$ cat config.mk
export PLATFORM = sky130hd
export DESIGN_NAME = dispatch_stage_flat
export DESIGN_NICKNAME = d
export VERILOG_FILES = /design/src/rtl/dispatch_stage_if.sv /design/src/rtl/dispatch_stage.sv /design/src/flat_wrapper.sv
export SDC_FILE = /design/constraint.sdc
export NUM_CORES = 1
export LEC_CHECK = 0
export BUFFER_PORTS_ARGS = -buffer_cell sky130_fd_sc_hd__buf_2
export CAP_MARGIN = 20
export CORE_MARGIN = 5
export CORE_UTILIZATION = 55
export CTS_BUF_LIST = sky130_fd_sc_hd__clkbuf_8
export CTS_CLUSTER_SIZE = 8
export DETAILED_ROUTE_END_ITERATION = 7
export PLACE_DENSITY = 0.83
export SLEW_MARGIN = 5
export SYNTH_ARGS = -nofsm -noshare
export SYNTH_HDL_FRONTEND = slang
export SYNTH_SLANG_ARGS = --single-unit
$ cat constraint.sdc
create_clock -name clk -period 9.2 [get_ports clk]
set_input_delay 2.76 -clock clk [delete_from_list [all_inputs] [get_ports clk]]
set_output_delay 2.76 -clock clk [all_outputs]
set_load 0.01 [all_outputs]
$ cat src/rtl/dispatch_stage_if.sv
// Shared uop type and the valid/ready uop channel used by dispatch_stage.
// types_pkg::rename_data is the renamed uop carried from rename to the issue queues.
// The master side drives a uop plus its source-ready bits; the slave side
// consumes a bare uop (rename -> dispatch) and returns ready.

package types_pkg;
   localparam int PREG_W = 7;
   localparam int ROB_W  = 6;

   typedef struct packed {
      logic [ROB_W-1:0]  rob_tag;
      logic [PREG_W-1:0] pd_old;
      logic [PREG_W-1:0] pd_new;
      logic [PREG_W-1:0] ps2;
      logic [PREG_W-1:0] ps1;
      logic [1:0]        fu;
   } rename_data;
endpackage

interface dispatch_stage_if;
   import types_pkg::*;

   logic       valid;
   rename_data data;
   logic       ready;
   logic       rs1_rdy;
   logic       rs2_rdy;

   modport master (output valid, output data, output rs1_rdy, output rs2_rdy, input ready);
   modport slave  (input valid, input data, output ready);
endinterface

$ cat src/rtl/dispatch_stage.sv
// dispatch_stage: takes renamed uops from rename, allocates the ROB entry on
// acceptance, annotates source readiness from a physical-register busy table
// (with same-cycle CDB bypass) and routes each uop by fu to one registered
// slot per issue port (ALU / BRU / LSU).
// Optional feature macro: DISPATCH_STATS_EN adds saturating stall_cycles and
// flush_count outputs.

module dispatch_stage #(
   parameter int NUM_PREG = 128,
   parameter int PREG_W   = 7,
   parameter int NUM_CDB  = 2
) (
   input  logic                      clk,
   input  logic                      reset,
   dispatch_stage_if.slave           rn,
   input  logic                      mispredict,
   input  logic [NUM_CDB-1:0]        cdb_valid,
   input  logic [NUM_CDB*PREG_W-1:0] cdb_preg,
   input  logic                      rob_ready,
   output logic                      rob_alloc,
   dispatch_stage_if.master          alu,
   dispatch_stage_if.master          bru,
   dispatch_stage_if.master          lsu
`ifdef DISPATCH_STATS_EN
   ,
   output logic [31:0]               stall_cycles,
   output logic [15:0]               flush_count
`endif
);
   import types_pkg::*;

   localparam int NPORT = 3;

   logic [NPORT-1:0]    valid_r;
   logic [NPORT-1:0]    rs1_rdy_r;
   logic [NPORT-1:0]    rs2_rdy_r;
   rename_data          data_r [NPORT];
   logic [NPORT-1:0]    port_ready_s;
   logic [NPORT-1:0]    slot_free_s;
   logic [NPORT-1:0]    load_s;
   logic                ready_s;
   logic                accept_s;
   logic                in_rs1_s;
   logic                in_rs2_s;
   logic [NUM_PREG-1:0] busy_r;
   logic [NUM_PREG-1:0] busy_nxt_s;
   logic [NUM_PREG-1:0] cdb_clr_s;
   logic [NUM_PREG-1:0] alloc_set_s;

   // True when any valid writeback port broadcasts physical register ps.
   function automatic logic cdb_hit(input logic [PREG_W-1:0] ps,
                                    input logic [NUM_CDB-1:0] cv,
                                    input logic [NUM_CDB*PREG_W-1:0] cp);
      logic hit;
      hit = 1'b0;
      for (int k = 0; k < NUM_CDB; k++) begin
         hit = hit | (cv[k] && (cp[k*PREG_W +: PREG_W] == ps));
      end
      return hit;
   endfunction

   // Source is ready if p0, not busy, or being written back this very cycle.
   function automatic logic src_ready(input logic [PREG_W-1:0] ps,
                                      input logic [NUM_PREG-1:0] busy,
                                      input logic [NUM_CDB-1:0] cv,
                                      input logic [NUM_CDB*PREG_W-1:0] cp);
      return (ps == {PREG_W{1'b0}}) || !busy[ps] || cdb_hit(ps, cv, cp);
   endfunction

   assign port_ready_s = {lsu.ready, bru.ready, alu.ready};

   // Acceptance: the target slot must be free, the ROB must have room, no flush; fu=3 never accepted.
   always_comb begin
      slot_free_s = ~valid_r | port_ready_s;
      ready_s     = 1'b0;
      load_s      = 3'b000;
      case (rn.data.fu)
         2'd0:    ready_s = slot_free_s[0];
         2'd1:    ready_s = slot_free_s[1];
         2'd2:    ready_s = slot_free_s[2];
         default: ready_s = 1'b0;
      endcase
      ready_s  = ready_s && rob_ready && !mispredict;
      accept_s = rn.valid && ready_s;
      if (accept_s) begin
         load_s = 3'b001 << rn.data.fu;
      end else begin
         load_s = 3'b000;
      end
      in_rs1_s = src_ready(rn.data.ps1, busy_r, cdb_valid, cdb_preg);
      in_rs2_s = src_ready(rn.data.ps2, busy_r, cdb_valid, cdb_preg);
   end

   assign rn.ready  = ready_s;
   assign rob_alloc = accept_s;

   // Next busy table: writebacks clear first, a new allocation then sets (set wins), p0 never busy.
   always_comb begin
      cdb_clr_s   = '0;
      alloc_set_s = '0;
      for (int k = 0; k < NUM_CDB; k++) begin
         cdb_clr_s[cdb_preg[k*PREG_W +: PREG_W]] = cdb_clr_s[cdb_preg[k*PREG_W +: PREG_W]] | cdb_valid[k];
      end
      alloc_set_s[rn.data.pd_new] = accept_s;
      busy_nxt_s    = (busy_r & ~cdb_clr_s) | alloc_set_s;
      busy_nxt_s[0] = 1'b0;
   end

   // Busy table register; not restored on mispredict, squashed pregs clear on their next writeback.
   always_ff @(posedge clk or posedge reset) begin
      if (reset) begin
         busy_r <= '0;
      end else begin
         busy_r <= busy_nxt_s;
      end
   end

   // Per-port output slots: load on accept, drain on downstream ready, flush on mispredict, held slots snoop the CDB.
   always_ff @(posedge clk or posedge reset) begin
      if (reset) begin
         valid_r   <= '0;
         rs1_rdy_r <= '0;
         rs2_rdy_r <= '0;
         for (int i = 0; i < NPORT; i++) begin
            data_r[i] <= '0;
         end
      end else begin
         for (int i = 0; i < NPORT; i++) begin
            if (load_s[i]) begin
               valid_r[i]   <= 1'b1;
               data_r[i]    <= rn.data;
               rs1_rdy_r[i] <= in_rs1_s;
               rs2_rdy_r[i] <= in_rs2_s;
            end else begin
               valid_r[i]   <= valid_r[i] && !port_ready_s[i] && !mispredict;
               rs1_rdy_r[i] <= rs1_rdy_r[i] | cdb_hit(data_r[i].ps1, cdb_valid, cdb_preg);
               rs2_rdy_r[i] <= rs2_rdy_r[i] | cdb_hit(data_r[i].ps2, cdb_valid, cdb_preg);
            end
         end
      end
   end

   assign alu.valid   = valid_r[0];
   assign alu.data    = data_r[0];
   assign alu.rs1_rdy = rs1_rdy_r[0];
   assign alu.rs2_rdy = rs2_rdy_r[0];
   assign bru.valid   = valid_r[1];
   assign bru.data    = data_r[1];
   assign bru.rs1_rdy = rs1_rdy_r[1];
   assign bru.rs2_rdy = rs2_rdy_r[1];
   assign lsu.valid   = valid_r[2];
   assign lsu.data    = data_r[2];
   assign lsu.rs1_rdy = rs1_rdy_r[2];
   assign lsu.rs2_rdy = rs2_rdy_r[2];

`ifdef DISPATCH_STATS_EN
   logic [31:0] stall_cycles_r;
   logic [15:0] flush_count_r;

   // Saturating counters: stalled valid uops (excluding flush cycles) and mispredict cycles.
   always_ff @(posedge clk or posedge reset) begin
      if (reset) begin
         stall_cycles_r <= 32'd0;
         flush_count_r  <= 16'd0;
      end else begin
         if (rn.valid && !ready_s && !mispredict && (stall_cycles_r != 32'hFFFF_FFFF)) begin
            stall_cycles_r <= stall_cycles_r + 32'd1;
         end else begin
            stall_cycles_r <= stall_cycles_r;
         end
         if (mispredict && (flush_count_r != 16'hFFFF)) begin
            flush_count_r <= flush_count_r + 16'd1;
         end else begin
            flush_count_r <= flush_count_r;
         end
      end
   end

   assign stall_cycles = stall_cycles_r;
   assign flush_count  = flush_count_r;
`endif

endmodule
$ cat src/flat_wrapper.sv
// flat-port wrapper written by rule: the top's interface ports become plain ports
module dispatch_stage_flat import types_pkg::*;
#(
   parameter int NUM_PREG = 128,
   parameter int PREG_W   = 7,
   parameter int NUM_CDB  = 2
)
  (clk, reset, mispredict, cdb_valid, cdb_preg, rob_ready, rob_alloc, rn_valid, rn_data, rn_ready, alu_valid, alu_data, alu_rs1_rdy, alu_rs2_rdy, alu_ready, bru_valid, bru_data, bru_rs1_rdy, bru_rs2_rdy, bru_ready, lsu_valid, lsu_data, lsu_rs1_rdy, lsu_rs2_rdy, lsu_ready);
  dispatch_stage_if rn_i ();
  dispatch_stage_if alu_i ();
  dispatch_stage_if bru_i ();
  dispatch_stage_if lsu_i ();
  input  logic clk;
  input  logic reset;
  input  logic mispredict;
  input  logic [NUM_CDB-1:0] cdb_valid;
  input  logic [NUM_CDB*PREG_W-1:0] cdb_preg;
  input  logic rob_ready;
  output logic rob_alloc;
  input wire logic [$bits(rn_i.valid)-1:0] rn_valid;
  input wire logic [$bits(rn_i.data)-1:0] rn_data;
  output wire logic [$bits(rn_i.ready)-1:0] rn_ready;
  output wire logic [$bits(alu_i.valid)-1:0] alu_valid;
  output wire logic [$bits(alu_i.data)-1:0] alu_data;
  output wire logic [$bits(alu_i.rs1_rdy)-1:0] alu_rs1_rdy;
  output wire logic [$bits(alu_i.rs2_rdy)-1:0] alu_rs2_rdy;
  input wire logic [$bits(alu_i.ready)-1:0] alu_ready;
  output wire logic [$bits(bru_i.valid)-1:0] bru_valid;
  output wire logic [$bits(bru_i.data)-1:0] bru_data;
  output wire logic [$bits(bru_i.rs1_rdy)-1:0] bru_rs1_rdy;
  output wire logic [$bits(bru_i.rs2_rdy)-1:0] bru_rs2_rdy;
  input wire logic [$bits(bru_i.ready)-1:0] bru_ready;
  output wire logic [$bits(lsu_i.valid)-1:0] lsu_valid;
  output wire logic [$bits(lsu_i.data)-1:0] lsu_data;
  output wire logic [$bits(lsu_i.rs1_rdy)-1:0] lsu_rs1_rdy;
  output wire logic [$bits(lsu_i.rs2_rdy)-1:0] lsu_rs2_rdy;
  input wire logic [$bits(lsu_i.ready)-1:0] lsu_ready;
  assign rn_i.valid = rn_valid;
  assign rn_i.data = rn_data;
  assign rn_ready = rn_i.ready;
  assign alu_valid = alu_i.valid;
  assign alu_data = alu_i.data;
  assign alu_rs1_rdy = alu_i.rs1_rdy;
  assign alu_rs2_rdy = alu_i.rs2_rdy;
  assign alu_i.ready = alu_ready;
  assign bru_valid = bru_i.valid;
  assign bru_data = bru_i.data;
  assign bru_rs1_rdy = bru_i.rs1_rdy;
  assign bru_rs2_rdy = bru_i.rs2_rdy;
  assign bru_i.ready = bru_ready;
  assign lsu_valid = lsu_i.valid;
  assign lsu_data = lsu_i.data;
  assign lsu_rs1_rdy = lsu_i.rs1_rdy;
  assign lsu_rs2_rdy = lsu_i.rs2_rdy;
  assign lsu_i.ready = lsu_ready;
  dispatch_stage #(.NUM_PREG(NUM_PREG), .PREG_W(PREG_W), .NUM_CDB(NUM_CDB)) u_core (.clk(clk), .reset(reset), .rn(rn_i), .mispredict(mispredict), .cdb_valid(cdb_valid), .cdb_preg(cdb_preg), .rob_ready(rob_ready), .rob_alloc(rob_alloc), .alu(alu_i), .bru(bru_i), .lsu(lsu_i));
endmodule
==> results.cfg <==
[clock_tree]
clock_latency_ns = 0.58
clockBufferDepth = 3
cts-root-buf = clkbuf_8
cts_sinks = 244
cts_made_buffers = 42
cts-hold-fix-buffers = 0
cts_resized = 0
post_cts_buffers = 0
tritoncts = built
h-tree-depth = 2
clk_pin_slew_worst_paths_ns = 0.06

[sta]
hold_viol_final = 0
setup_viol = 0
slew_headroom_pct = 13.52
fin_crit_sh_pct = 77.38
worst_slew_pin_slew_ns = 1.290
fin_crit_ns = 7.119
slew_violations = 0
rsz0062_at_grt = false
finClkSkew_ns = 0.03202
layout_setup_ws_ns = 2.081
setup_tns_ns = 0
holdWs_ns = 0.4649
max_freq_ghz = 0.1405

[final_layout]
final_cell_mix = nand2_1 (361), dfrtp_1 (244), buf_2 (179), o211ai_1 (124), a32o_1 (97)
n_fill_cell = 2156
area_growth_pct = 12.08
nets = 1752
design_area_um2 = 17010
drive_gt1_share_pct = 22.12
final_common_cell = nand2_1

[placement]
gp_congestion = 0.9874
port_buffers = 178
pre_cts_slack_ns = 2.146
dp_hpwl_um = 35690
dpl_cell_area_um2 = 16160

[detailed_routing]
vias = 15160
drc = 0
drt_iter0_markers = 2569
viasPerCell = 7.358
finalWirelength_um = 58180
drt_first_pass_iters = 8
wl_per_cell_um = 28.24
drtAntennaViolNets = 0

[synth]
synth_cells = 1588
yosysUniqueCellTypes = 64
syn-num-nets = 1648
ys_seq_elements = 244
yosysSeqAreaShare_pct = 40.23
postSynthAreaPerCell_um2 = 9.557
yosysWarningCount = 0
synth_area_um2 = 15180
synth-main-ff-cell = dfrtp_1
synth_edf_count = 0
synthArstFlopShare_pct = 100.0

[worst_setup_path]
cp.arrival_ns = 4.36
crit_path_max_fanout = 9
criticalPathCategory = input pin to output port
reg2reg_to = u_core.busy_r[44]
r2r-start = u_core.valid_r[2]
cp-end-kind = output port
required_ns = 6.44
rrSetupSlack_ns = 6.15
start_kind = input pin
reg2reg_depth = 8

[global_routing]
gr-total-overflow = 0
grt_pass1_wl_um = 86300
grt_use_total_pct = 35.82
grt_max_degree = 164
grt_pass1_vias = 14800
antenna_found_initial = 1

[hold_path]
holdPathEnd = u_core.bru.data[0]
min_from = u_core.bru.data[0]
hold_depth = 1
hp-class = flip-flop to flip-flop

[floorplan]
initial_core_util_pct = 56.15
die_y_um = 176.1
die-area_um2 = 31010
io_pins = 179
num_rows = 60
coreArea_um2 = 27030
die_w_um = 176.1

[power_and_ir_drop]
swShare_pct = 33.40
p_sw_uw = 987.6
vdd_ir_drop_max_v = 0.0001052
seqPwrFrac_pct = 44.8
power_density_nw_per_um2 = 173.8
cell_internal_pwr_uw = 1969
pwr-share-clk_pct = 32.2
combinationalPowerShare_pct = 23.0
p_leak_uw = 0.007138

[outcome]
status = finished clean

[run]
drv_cap = 0
## metal layers
layer	GRT usage (%)	share of wire, %	vias to the layer above
met2	52.25	42	1484
li1	-	-	6104
met3	12.76	15	425
met5	0	0.022	-
met1	45.64	35	7143
met4	22.19	7.7	2
## synthesized netlist by cell type (all sizes together), types with 5 or more instances
cell type  number  area (um2)
mux2i          14       140.1
nand3          15       75.07
nand3b          8       60.06
or3             6       37.54
a32o           97       970.9
nor2b          17       106.4
nor4           14       87.58
o21ai          34       170.2
nand2         361        1355
nand2b         24       150.1
o32ai           5       43.79
a22o            6       52.55
clkbuf         91       342.8
inv             7       26.28
a21oi          21       105.1
xnor2          87       762.0
a22oi           6       45.04
and3            7       43.79
or3b            5       43.79
dfrtp         244        6106
nand4          27       168.9
xor2           31       271.5
mux2           35       394.1
nor2           61       229.0
o211ai        124       930.9
o22ai          18       112.6
o311ai         17       148.9
mux4           57        1284
buf            56       267.8
and2            8       50.05
o41ai           5       43.79
nor3           37       185.2
## area by class of cell
cell class / count / area (um2) / share of cell area (%)
clock buffer: 50 / 688.2 / 4.046
multi-input combinational: 1189 / 8502 / 49.99
sequential: 244 / 6106 / 35.90
timing repair buffer: 207 / 1146 / 6.738
tap: 341 / 426.7 / 2.508
clock inverter: 20 / 103.9 / 0.6106
antenna: 1 / 2.502 / 0.01471
inverter: 8 / 33.78 / 0.1986
## power groups by stage
stage	Clock, uW	Sequential (uW)	Combinational, uW
finish	953	1320	679
global route	1000	1340	721
CTS	953	1320	664
detailed placement	0	1340	661
global placement	0	1330	640
floorplan	0	1370	353
## through the flow
step	util, %	power (uW)	cells
floorplan	-	1719	1588
global placement	59.79	1971	1985
detailed placement	59.79	1999	1985
CTS	62.72	2936	2055
global route	62.93	3061	2059
finish	62.94	2956	2060
## worst max path at each step
| stage | startpoint | end | slack [ns] | cells after the start |
|---|---|---|---|---|
| after CTS | rn_data[1] | rob_alloc | 2.12 | 7 |
| after global routing | rn_data[1] | rob_alloc | 2.01 | 7 |
| after global placement | rn_data[1] | rob_alloc | 2.26 | 7 |
| after floorplan | rn_data[1] | rob_alloc | 2.75 | 5 |
| after detailed placement | rn_data[1] | rob_alloc | 2.15 | 7 |
| final | rn_data[1] | rob_alloc | 2.08 | 7 |
## state kept, by name, indices dropped and copies added, names as in the netlist
register	flops
u_core.bru.data	36
u_core.rs1_rdy_r	3
u_core.alu.data	36
u_core.rs2_rdy_r	3
u_core.lsu.data	36
u_core.valid_r	3
u_core.busy_r	127
## critical path, cell delays in order
cell      delay (ns)
buf_2           0.13
nor3b_1         0.20
o32ai_1         0.10
and3b_1         0.18
nand2_1         0.35
clkinv_1        0.38
buf_2           0.25
## logic make-up (layout without fill, tap and decap cells)
group                  count (synthesis)  count (layout)  synth area share, %
AND/OR/NAND/NOR                      608             608                18.13
buffers and inverters                155             285                4.221
AO/OA/AOI/OAI                        357             357                18.62
XOR/XNOR                             118             118                6.810
flip-flops                           244             244                40.23
multiplexers                         106             106                11.98
other                                  0               1                    0
No activity file was read; power rests on OpenSTA's default activity.
